`config.mk`:
```
export PLATFORM = sky130hd
export DESIGN_NAME = dsm2_modulator
export DESIGN_NICKNAME = d
export VERILOG_FILES = /design/src/rtl/dsm_pkg.sv /design/src/rtl/dsm_sat_acc.sv /design/src/rtl/dsm2_modulator.sv
export SDC_FILE = /design/constraint.sdc
export NUM_CORES = 1
export LEC_CHECK = 0
export ABC_AREA = 1
export CAP_MARGIN = 10
export CORE_MARGIN = 1.5
export CORE_UTILIZATION = 58
export CTS_BUF_LIST = sky130_fd_sc_hd__clkbuf_2
export DETAILED_ROUTE_END_ITERATION = 8
export HOLD_SLACK_MARGIN = 0.08
export PLACE_DENSITY = 0.79
export SYNTH_ARGS = -nofsm -noshare
export SYNTH_HDL_FRONTEND = slang
export SYNTH_SLANG_ARGS = --single-unit
```
`constraint.sdc`:
```
create_clock -name clock -period 3.1 [get_ports clock]
set_input_delay 0.62 -clock clock [delete_from_list [all_inputs] [get_ports clock]]
set_output_delay 0.62 -clock clock [all_outputs]
set_load 0.01 [all_outputs]
```
`src/rtl/dsm_pkg.sv`:
```
// Shared constants and helpers for the second-order delta-sigma modulator.
package dsm_pkg;

  typedef logic signed [63:0] acc_wide_t;

  localparam logic [15:0] LfsrSeed = 16'hACE1;
  // Taps 16,14,13,11 -> bits 15,13,12,10.
  localparam logic [15:0] LfsrTaps = 16'hB400;

  function automatic acc_wide_t fs_val(input int unsigned in_w);
    return acc_wide_t'(64'sd1 <<< (in_w - 1));
  endfunction

  function automatic acc_wide_t sat_max(input int unsigned w);
    return acc_wide_t'((64'sd1 <<< (w - 1)) - 64'sd1);
  endfunction

  function automatic acc_wide_t sat_min(input int unsigned w);
    return acc_wide_t'(-(64'sd1 <<< (w - 1)));
  endfunction

endpackage

```
`src/rtl/dsm_sat_acc.sv`:
```
// Saturating accumulator step: sum_o = sat(a + b - c), computed with two guard bits.
module dsm_sat_acc
  import dsm_pkg::*;
#(
  parameter int unsigned W = 24
) (
  input  logic signed [W-1:0] a_i,
  input  logic signed [W-1:0] b_i,
  input  logic signed [W-1:0] c_i,
  output logic signed [W-1:0] sum_o,
  output logic                sat_o
);

  localparam logic signed [W+1:0] SatHi = (W+2)'(sat_max(W));
  localparam logic signed [W+1:0] SatLo = (W+2)'(sat_min(W));

  logic signed [W+1:0] sum_w;

  always_comb begin
    sum_w = (W+2)'(a_i) + (W+2)'(b_i) - (W+2)'(c_i);
    sum_o = sum_w[W-1:0];
    sat_o = 1'b0;
    if (sum_w > SatHi) begin
      sum_o = SatHi[W-1:0];
      sat_o = 1'b1;
    end else if (sum_w < SatLo) begin
      sum_o = SatLo[W-1:0];
      sat_o = 1'b1;
    end
  end

endmodule

```
`src/rtl/dsm2_modulator.sv`:
```
// Second-order 1-bit delta-sigma modulator with saturation recovery.
// Define DSM_DITHER_EN to add LFSR dither to the quantizer decision.
module dsm2_modulator
  import dsm_pkg::*;
#(
  parameter int unsigned IN_W      = 20,
  parameter int unsigned ACC_W     = 24,
  parameter int unsigned RECOV_CYC = 64
) (
  input  logic            clock,
  input  logic            reset,
  input  logic [IN_W-1:0] v_in,
  output logic            dsm_o,
  output logic            ovf_o,
  output logic            recov_o
);

  localparam logic signed [ACC_W-1:0] Fs       = ACC_W'(fs_val(IN_W));
  localparam logic [9:0]              RecovCnt = 10'(RECOV_CYC);

  logic signed [ACC_W-1:0] x_q, x_d, int1_q, int1_d, int2_q, int2_d;
  logic signed [ACC_W-1:0] int1_sum, int2_sum, fb;
  logic                    dsm_q, dsm_d, ovf_q, ovf_d, recov_q, recov_d;
  logic                    sat1, sat2, sat_any, recov_fire, dsm_dec;
  logic [9:0]              cnt_q, cnt_d;

  assign fb = dsm_q ? Fs : -Fs;

  dsm_sat_acc #(.W(ACC_W)) u_int1 (
    .a_i   (int1_q),
    .b_i   (x_q),
    .c_i   (fb),
    .sum_o (int1_sum),
    .sat_o (sat1)
  );

  // Second stage integrates the old int1 value.
  dsm_sat_acc #(.W(ACC_W)) u_int2 (
    .a_i   (int2_q),
    .b_i   (int1_q),
    .c_i   (fb),
    .sum_o (int2_sum),
    .sat_o (sat2)
  );

`ifdef DSM_DITHER_EN
  logic [15:0]           lfsr_q, lfsr_d;
  logic signed [ACC_W:0] dith, dec_w;

  always_comb begin
    lfsr_d = {lfsr_q[14:0], ^(lfsr_q & LfsrTaps)};
    dith   = $signed({{(ACC_W-3){1'b0}}, lfsr_q[3:0]}) - $signed((ACC_W+1)'(8));
    dec_w  = (ACC_W+1)'(int2_sum) + dith;
    dsm_dec = ~dec_w[ACC_W];
  end

  always_ff @(posedge clock) begin
    if (reset) lfsr_q <= LfsrSeed;
    else       lfsr_q <= lfsr_d;
  end
`else
  assign dsm_dec = ~int2_sum[ACC_W-1];
`endif

  assign sat_any    = sat1 | sat2;
  assign recov_fire = (cnt_q == RecovCnt);

  always_comb begin
    x_d     = ACC_W'($signed(v_in));
    int1_d  = int1_sum;
    int2_d  = int2_sum;
    dsm_d   = dsm_dec;
    ovf_d   = ovf_q | sat_any;
    recov_d = 1'b0;
    cnt_d   = sat_any ? ((cnt_q == 10'h3FF) ? cnt_q : cnt_q + 10'd1) : 10'd0;
    // Recovery clear overrides the integrator update, but ovf still latches.
    if (recov_fire) begin
      int1_d  = '0;
      int2_d  = '0;
      dsm_d   = 1'b0;
      cnt_d   = '0;
      recov_d = 1'b1;
    end
  end

  always_ff @(posedge clock) begin
    if (reset) begin
      x_q     <= '0;
      int1_q  <= '0;
      int2_q  <= '0;
      dsm_q   <= 1'b0;
      ovf_q   <= 1'b0;
      recov_q <= 1'b0;
      cnt_q   <= '0;
    end else begin
      x_q     <= x_d;
      int1_q  <= int1_d;
      int2_q  <= int2_d;
      dsm_q   <= dsm_d;
      ovf_q   <= ovf_d;
      recov_q <= recov_d;
      cnt_q   <= cnt_d;
    end
  end

  assign dsm_o   = dsm_q;
  assign ovf_o   = ovf_q;
  assign recov_o = recov_q;

endmodule

```
Word-level counts from Yosys, hierarchy flattened
Cells that the tools add are included.

Bits of input ports: 22. Output and inout bits: 3. Logic and storage cells: 36. Bits in read-only memories: 0. Memories kept: 0. Bits in writable memories: 0. Register bits after elaboration: 81. Bits in latches: 0.

Equal/unequal tests: 2. Multiply operators: 0. Mux-type cells: 10. Bitwise operators: 4. Reduce and logical (&&, ||, !) cells: 3. Order comparisons: 4. Shifts and indexed selects: 0. Div/mod/pow operators: 0. Add/subtract/negate cells: 5.

Operators with widths (number): $mux 24 (4); $gt 26x24->1 const B (2); $lt 26x24->1 const B (2); $sub 25x24->26 (2); $add 24x20->25 (1); $add 24x24->25 (1); $mux 23 (1); $add 10x1->10 const B (1); $eq 10x10->1 const B (1); $eq 10x7->1 const B (1); $reduce_or 3->1 (2); $mux 1 (5); $not 1->1 (2); $or 1x1->1 (2); $reduce_or 2->1 (1).

Logic depth before layout (Yosys ltp)
Gate-level depths: netlist of run 1.

Depth after elaboration: 8. Gate-level depth with buffers: 21. Depth with buffers taken out: 20.

Cells and area by module
From an unflattened synthesis of run 1, not the netlist that was laid out.

Cells, all modules: 1319. Area, all modules: 8316.7 um2.

Modules (own cells, without submodules): dsm_sat_acc at u_int1 (cells an instance 501, sequential area each 0.0 um2, times used 1, area each 2905.3 um2); dsm_sat_acc at u_int2 (cells an instance 502, sequential area each 0.0 um2, times used 1, area each 2786.4 um2); dsm2_modulator (cells an instance 316, sequential area each 1621.6 um2, times used 1, area each 2625.0 um2).

Worst setup path before layout of run 1
OpenSTA, ideal clock, no wires.

Kind: register to register. Start: register dsm_q, in the netlist dsm_o. End: register ovf_q, in the netlist ovf_o. Period minus slack after synthesis: 3.010 ns. Data arrival time: 2.894 ns. Required time: 2.985 ns. Path buffers: 1. Stages on the path, launching flop included: 20. Slack: 0.090 ns. Setup time: 0.115 ns. Cell sequence: dfxtp_1 -> inv_1 -> fa_1 -> inv_1 -> ha_1 -> nand2_1 -> inv_1 -> nand2_1 -> nand2_1 -> nand2_1 -> nand2_1 -> a21oi_1 -> nand3_1 -> nand2_2 -> inv_2 -> nand2_2 -> nand2_1 -> nor2_4 -> buf_8 -> a21oi_2.

Longest elaborated chain between the ends: 7. Elaborated cells between the ends (all ways): 13. Classes of those cells: 2 x add/sub; 4 x order compare; 5 x mux; 2 x bitwise.

Ends and longest elaborated chain: start, declared (RTL line dsm2_modulator.sv:23) `logic dsm_q, dsm_d, ovf_q, ovf_d, recov_q, recov_d;`; start signal, assigned (RTL line dsm2_modulator.sv:99) `dsm_q <= dsm_d;`; $mux 24 (*) (RTL line dsm2_modulator.sv:27) `assign fb = dsm_q ? Fs : -Fs;`; $sub 25x24->26 (RTL line dsm_sat_acc.sv:20) `sum_w = (W+2)'(a_i) + (W+2)'(b_i) - (W+2)'(c_i);`; $lt 26x24->1 (RTL line dsm_sat_acc.sv:26) `end else if (sum_w < SatLo) begin`; $mux 1 (RTL line dsm_sat_acc.sv:26); $mux 1 (RTL line dsm_sat_acc.sv:23) `if (sum_w > SatHi) begin`; $or 1x1->1 (*) (RTL line dsm2_modulator.sv:65) `assign sat_any = sat1 | sat2;`; $or 1x1->1 (*) (RTL line dsm2_modulator.sv:73) `ovf_d = ovf_q | sat_any;`; end signal, assigned (RTL line dsm2_modulator.sv:100) `ovf_q <= ovf_d;`; end, declared (RTL line dsm2_modulator.sv:23).

Every way passes the cells marked *; elsewhere a longest branch is shown, timed or not. A chain may end at the register's enable or synchronous reset.

Final worst setup path of run 1
Start: register dsm_q, in the netlist dsm_o. End: register int2_q[9].

Longest elaborated chain between the ends: 5. Elaborated cells between the ends (all ways): 6. Classes of those cells: 1 x add/sub; 2 x order compare; 3 x mux.

Ends and longest elaborated chain: $mux 24 (*) (RTL line dsm2_modulator.sv:27); $sub 25x24->26 (*) (RTL line dsm_sat_acc.sv:20); $lt 26x24->1 (RTL line dsm_sat_acc.sv:26); $mux 24 (RTL line dsm_sat_acc.sv:26); $mux 24 (*) (RTL line dsm_sat_acc.sv:23); end signal, assigned (RTL line dsm2_modulator.sv:98) `int2_q <= int2_d;`; end, declared (RTL line dsm2_modulator.sv:21) `logic signed [ACC_W-1:0] x_q, x_d, int1_q, int1_d, int2_q, int2_d;`.

Marks and branches as above.

==> impl_metrics.yaml, run 1 <==
layout:
  diodes: 0
  post-route-util: 0.6465
  nFillCells: 1068
  stdcell_count: 1213
  nets: 1185
  syn_to_final_growth_pct: 8.957
  layout-drive-gt1-share: 0.07570
clocking:
  cts_inserted_buffers: 9
  clk_path_buf_depth: 2
  path_clk_slew_ns: 0.22
  cts_tree: "done"
  ctsRootBufferMaster: "clkbuf_2"
  cts_resized: 0
  clock-sinks: 81
  clock_latency_ns: 0.60
  postCtsHoldBufs: 0
  cts_setup_buffers: 0
  ctsHtreeMaxLevel: 3
setup_path:
  worstPathMaxFanout: 11
  reg2reg_from: "dsm_o$_SDFF_PP0_"
  required_ns: 3.63
  worstRegToRegCells: 13
  reg2reg_slack_ns: 0.11
  start_kind: "flip-flop"
  timing.rr.end: "int2_q[9]$_SDFF_PP0_"
  end_kind: "flip-flop"
  path_class: "flip-flop to flip-flop"
  cp.arrival_ns: 3.52
synth:
  syn_area_per_cell_um2: 6.578
  yosys.area.top_type: "dfxtp_1"
  netlist.area_leader.share: 0.2393
  syn_area_um2: 6775
  yosysWarningCount: 0
  ys_ff_latch: 81
  postSynthCellCount: 1030
  yosys-top-cells-area: "dfxtp_1, ha_1, inv_1"
  synth_cell_types: 34
  ys_seq_area_frac: 0.2393
  syn_nets: 1150
routing:
  drt-total-wl_mm: 14.70
  ant_nets: 0
  dr.pass1.iters: 5
  drcViolationCount: 0
  drt_iter0_drc: 291
  vias_per_cell: 4.955
  vias: 6010
  wire_per_inst_um: 12.12
global_route:
  grt_max_degree: 23
  grt_pass1_vias: 5890
  grt_overflow: 0
  grt_first_pass_wirelength_mm: 25.57
  antenna_found_initial: 0
  gr-usage-all-layers: 0.2531
floorplan:
  die_w_um: 111.1
  coreArea_um2: 11420
  die_area_um2: 12340
  initial_core_util: 0.5934
  row_count: 39
  die_height_um: 111.1
  ios: 25
sta:
  fin_hold_ws_ns: 0.4853
  maxSlewViolCount: 0
  fin_skew_ns: 0.03036
  post-route-period-util: 0.9658
  hold_violations: 0
  min_period_ns: 2.994
  worst_slew_pin_slew_ns: 0.6522
  finalSetupViolCount: 0
  slew_headroom: 0.5636
  fmax_mhz: 334.0
hold_path:
  min_to: "ovf_o$_SDFF_PP0_"
  min_from: "ovf_o$_SDFF_PP0_"
  hold_path_class: "flip-flop to flip-flop"
  hold_depth: 2
placed_design:
  place_inst: 1197
  portBuffers: 24
  gp_congestion: 0.9356
  dp_hpwl_mm: 11.99
run:
  cap_viol_max_count: 0
outcome:
  status: "finished, final reports clean"
how the worst max path moves through the flow:
stage                           from                     to  cells after the start
finish              dsm_o$_SDFF_PP0_   int2_q[9]$_SDFF_PP0_                     13
global route        dsm_o$_SDFF_PP0_   int2_q[7]$_SDFF_PP0_                     13
CTS                 dsm_o$_SDFF_PP0_   int2_q[9]$_SDFF_PP0_                     13
detailed placement  dsm_o$_SDFF_PP0_  int2_q[20]$_SDFF_PP0_                     13
global placement    dsm_o$_SDFF_PP0_  cnt_q[9]$_SDFFE_PP0P_                     17
floorplan           dsm_o$_SDFF_PP0_       ovf_o$_SDFF_PP0_                     19
synth_stat cells (all sizes together):
cell    instances
nand3b          2
nor2           86
a31oi           7
o21bai          2
nand3          39
a21oi          49
inv           267
buf            10
a31o            1
nand4          11
nand2         260
a21o            1
clkbuf          2
nor3           18
xnor2          20
a21boi          1
nor4            2
xor2           26
o21ai          45
or2             1
ha             90
o21a            1
dfxtp          81
fa              8
cells by family (layout without fill, tap and decap cells):
family                   count (synthesis)  in the layout  synth area share
XOR/XNOR                                46             46           0.05946
buffers and inverters                  279            319            0.1607
AND/OR/NAND/NOR                        419            419            0.2663
AO/OA/AOI/OAI                          107            107           0.08440
flip-flops                              81             81            0.2393
adder cells (fa/ha/maj)                 98             98            0.1898
final cells by class:
| cell class | count | area [um2] | area share |
|---|---|---|---|
| clock buffer | 10 | 50.05 | 0.006780 |
| clock inverter | 6 | 58.81 | 0.007966 |
| inverter | 267 | 1002 | 0.1358 |
| multi-input combinational | 670 | 4118 | 0.5578 |
| timing repair buffer | 36 | 350.3 | 0.04746 |
| tap | 143 | 178.9 | 0.02424 |
| sequential | 81 | 1624 | 0.2200 |
cells in the final DEF (no fill, tap or decap), types with 5 or more instances in the layout:
master and n:
xor2_1 26, nor3_1 9, a21oi_1 44, xnor2_1 20, nor2_2 5, a31oi_1 7
nor3_2 9, clkbuf_2 10, inv_1 262, clkdlybuf4s50_1 24, nand2_2 17, o21ai_0 9
buf_4 9, nand4_1 11, dfxtp_1 79, o21ai_1 36, a21oi_2 5, inv_2 5
ha_1 85, nand3_1 36, nor2_1 79, nand2_1 243, fa_1 8
state kept, by name, summed over array words and instances (netlist names):
signal	count
int1_q	24
cnt_q	10
recov_o	1
x_q	20
int2_q	24
dsm_o	1
ovf_o	1
critical path, stage by stage, from the launching register on:
cell and delay (ns):
dfxtp_2 0.37, buf_4 0.16, fa_1 0.57, ha_2 0.32
a21oi_1 0.19, nand2_1 0.09, a21oi_1 0.29, nand3_1 0.15
nand2_1 0.08, nand2_1 0.06, nand2_2 0.08, nand3_1 0.21
buf_4 0.28, o21ai_1 0.08
routing by layer:
metal,part of all wire,global-route usage,vias to the layer above
met4,0.021,0.07848,0
met5,0,0,-
met1,0.47,0.3147,2704
met2,0.48,0.4461,83
li1,-,-,3196
met3,0.028,0.04429,27
stage by stage:
stage / setup TNS (ns) / instance area, um2 / setup WS (ns)
after floorplan: 0 / 6775 / 0.09031
after global placement: 0 / 7211 / 0.1867
after detailed placement: 0 / 7211 / 0.1508
after CTS: 0 / 7320 / 0.1386
after global routing: -0.3766 / 7382 / -0.03882
final: 0 / 7382 / 0.1060
Power of run 1 is left out: the tool's default activity adds up to more than one toggle a clock period on the data nets, which glitch-free logic cannot reach.
==> run 2: changes to the inputs <==
ABC_CLOCK_PERIOD_IN_PS = 3100   (was default)
CORE_UTILIZATION = 35   (was 58)
PLACE_DENSITY = default   (was 0.79)
==> run 2 against run 1 <==
- non-clock buffer count grew 4
- first-iteration DRC count is 3.1% lower
- critical path depth is 5 higher
- global-route usage down 8.7 points
- critical path type unchanged
==> impl_metrics.yaml, run 2 (synthesis gave the netlist of run 1 again) <==
outcome:
  status: "finished, final reports clean"
sta:
  worst_slew_pin_slew_ns: 0.6253
  hold_violations: 0
  fmax_mhz: 340.1
  post-route-period-util: 0.9486
  maxSlewViolCount: 0
  finalSetupViolCount: 0
  min_period_ns: 2.941
  slew_headroom: 0.5827
  fin_skew_ns: 0.04141
global_route:
  grt_first_pass_wirelength_mm: 26.59
  antenna_found_initial: 1
  grt_max_degree: 23
  grt_pass1_vias: 5837
  gr-usage-all-layers: 0.1657
  grt_overflow: 0
hold_path:
  hold_path_class: "flip-flop to flip-flop"
  hold_depth: 2
clocking:
  clock_latency_ns: 0.61
  ctsHtreeMaxLevel: 3
  ctsRootBufferMaster: "clkbuf_2"
  cts_inserted_buffers: 9
  clk_path_buf_depth: 2
  postCtsHoldBufs: 0
  cts_tree: "done"
  clock-sinks: 81
  path_clk_slew_ns: 0.22
layout:
  register_area_um2: 1627
  final_cell_mix: "inv_1, nand2_1, ha_1, nor2_1, dfxtp_1"
  nets: 1189
  nFillCells: 2037
  layout-drive-gt1-share: 0.08007
  stdcell_count: 1335
  final_common_cell: "inv_1"
  syn_to_final_growth_pct: 12.21
  multi_input_comb_area_um2: 4118
  top_regs: "int1_q: 24 flops, int2_q: 24 flops, x_q: 20 flops"
run:
  cap_viol_max_count: 0
floorplan:
  initial_core_util: 0.3598
  coreArea_um2: 18830
  ios: 25
  row_count: 50
  die_area_um2: 20200
  die_height_um: 142.1
  die_w_um: 142.1
routing:
  met2_length_mm: 7.145
  dr.pass1.iters: 4
  vias: 5952
  wl_met3_um: 422
  wire_per_inst_um: 11.65
  drt-total-wl_mm: 15.56
  wl_met1_mm: 7.655
  drt_iter0_drc: 282
  drcViolationCount: 0
  ant_nets: 0
  routed.top_layer: "met4"
  vias_per_cell: 4.458
setup_path:
  required_ns: 3.58
  end_kind: "flip-flop"
  reg2reg_from: "dsm_o$_SDFF_PP0_"
  reg2reg_slack_ns: 0.16
  timing.rr.end: "cnt_q[7]$_SDFFE_PP0P_"
  crit_path_end: "cnt_q[7]$_SDFFE_PP0P_"
  path_class: "flip-flop to flip-flop"
  worstPathMaxFanout: 4
  startpoint: "dsm_o$_SDFF_PP0_"
  start_kind: "flip-flop"
  worstRegToRegCells: 18
  cp.arrival_ns: 3.42
placed_design:
  place_inst: 1315
  gp_congestion: 0.9064
  dp_hpwl_mm: 12.65
  portBuffers: 24
run 2: cell types whose count changed in the layout (fill, tap and decap cells not counted), sizes merged:
cell,delta
buf,+4
diode,+1
clkbuf,-1
inv,+1
clkinvlp,-1
bufinv,+1
run 2: worst min path at each step:
stage / startpoint / end / slack (ns)
6_report: ovf_o$_SDFF_PP0_ / ovf_o$_SDFF_PP0_ / 0.48
5_1_grt: v_in[0] / x_q[0]$_SDFF_PP0_ / 0.43
4_1_cts: v_in[0] / x_q[0]$_SDFF_PP0_ / 0.43
3_5_place_dp: ovf_o$_SDFF_PP0_ / ovf_o$_SDFF_PP0_ / 0.45
3_3_place_gp: ovf_o$_SDFF_PP0_ / ovf_o$_SDFF_PP0_ / 0.45
2_1_floorplan: ovf_o$_SDFF_PP0_ / ovf_o$_SDFF_PP0_ / 0.48
run 2: worst max-delay path, cell delays in order, from the launching register on:
cell and delay [ns]:
dfxtp_2 0.38, inv_1 0.09, fa_1 0.54, inv_1 0.05
ha_2 0.37, nand2_2 0.10, nor2_2 0.13, nand3_1 0.12
nor2_1 0.12, nand2_1 0.10, nand3_1 0.11, nand2_1 0.05
nand2_1 0.06, nand2_1 0.06, nand2_2 0.11, nand2_2 0.09
nor2_4 0.17, buf_4 0.17, nor3_2 0.04
run 2: area by class of cell:
cell class              instances  area share
diodes                          1   0.0003292
clock buffers                   9    0.005925
clock inverters                 7     0.01234
inverters                     267      0.1318
multi-input cells             670      0.5416
flip-flops and latches         81      0.2140
well taps                     260     0.04279
repair buffers                 40     0.05118
run 2: per-stage QoR:
step	worst slack [ns]	cell area [um2]	hold slack (ns)	util	TNS [ns]
final	0.1595	7602	0.4773	0.4037	0
after global routing	-0.03082	7602	0.4340	0.4037	-0.1716
after CTS	0.02567	7516	0.4281	0.3991	0
after detailed placement	0.04762	7377	0.4521	0.3918	0
after global placement	0.04832	7377	0.4501	0.3918	0
after floorplan	0.09031	6775	0.4782	-	0
run 2: what timing repair did:
action	in CTS	in global routing
resized for setup	0	17
setup buffers	0	3
setup endpoints to repair	0	49
run 2: layer usage:
layer	vias to the layer above	track usage
li1	3210	-
met1	2643	0.2127
met2	72	0.2786
met3	27	0.03398
met4	0	0.05209
met5	-	0
Power of run 2 is left out for the same reason.
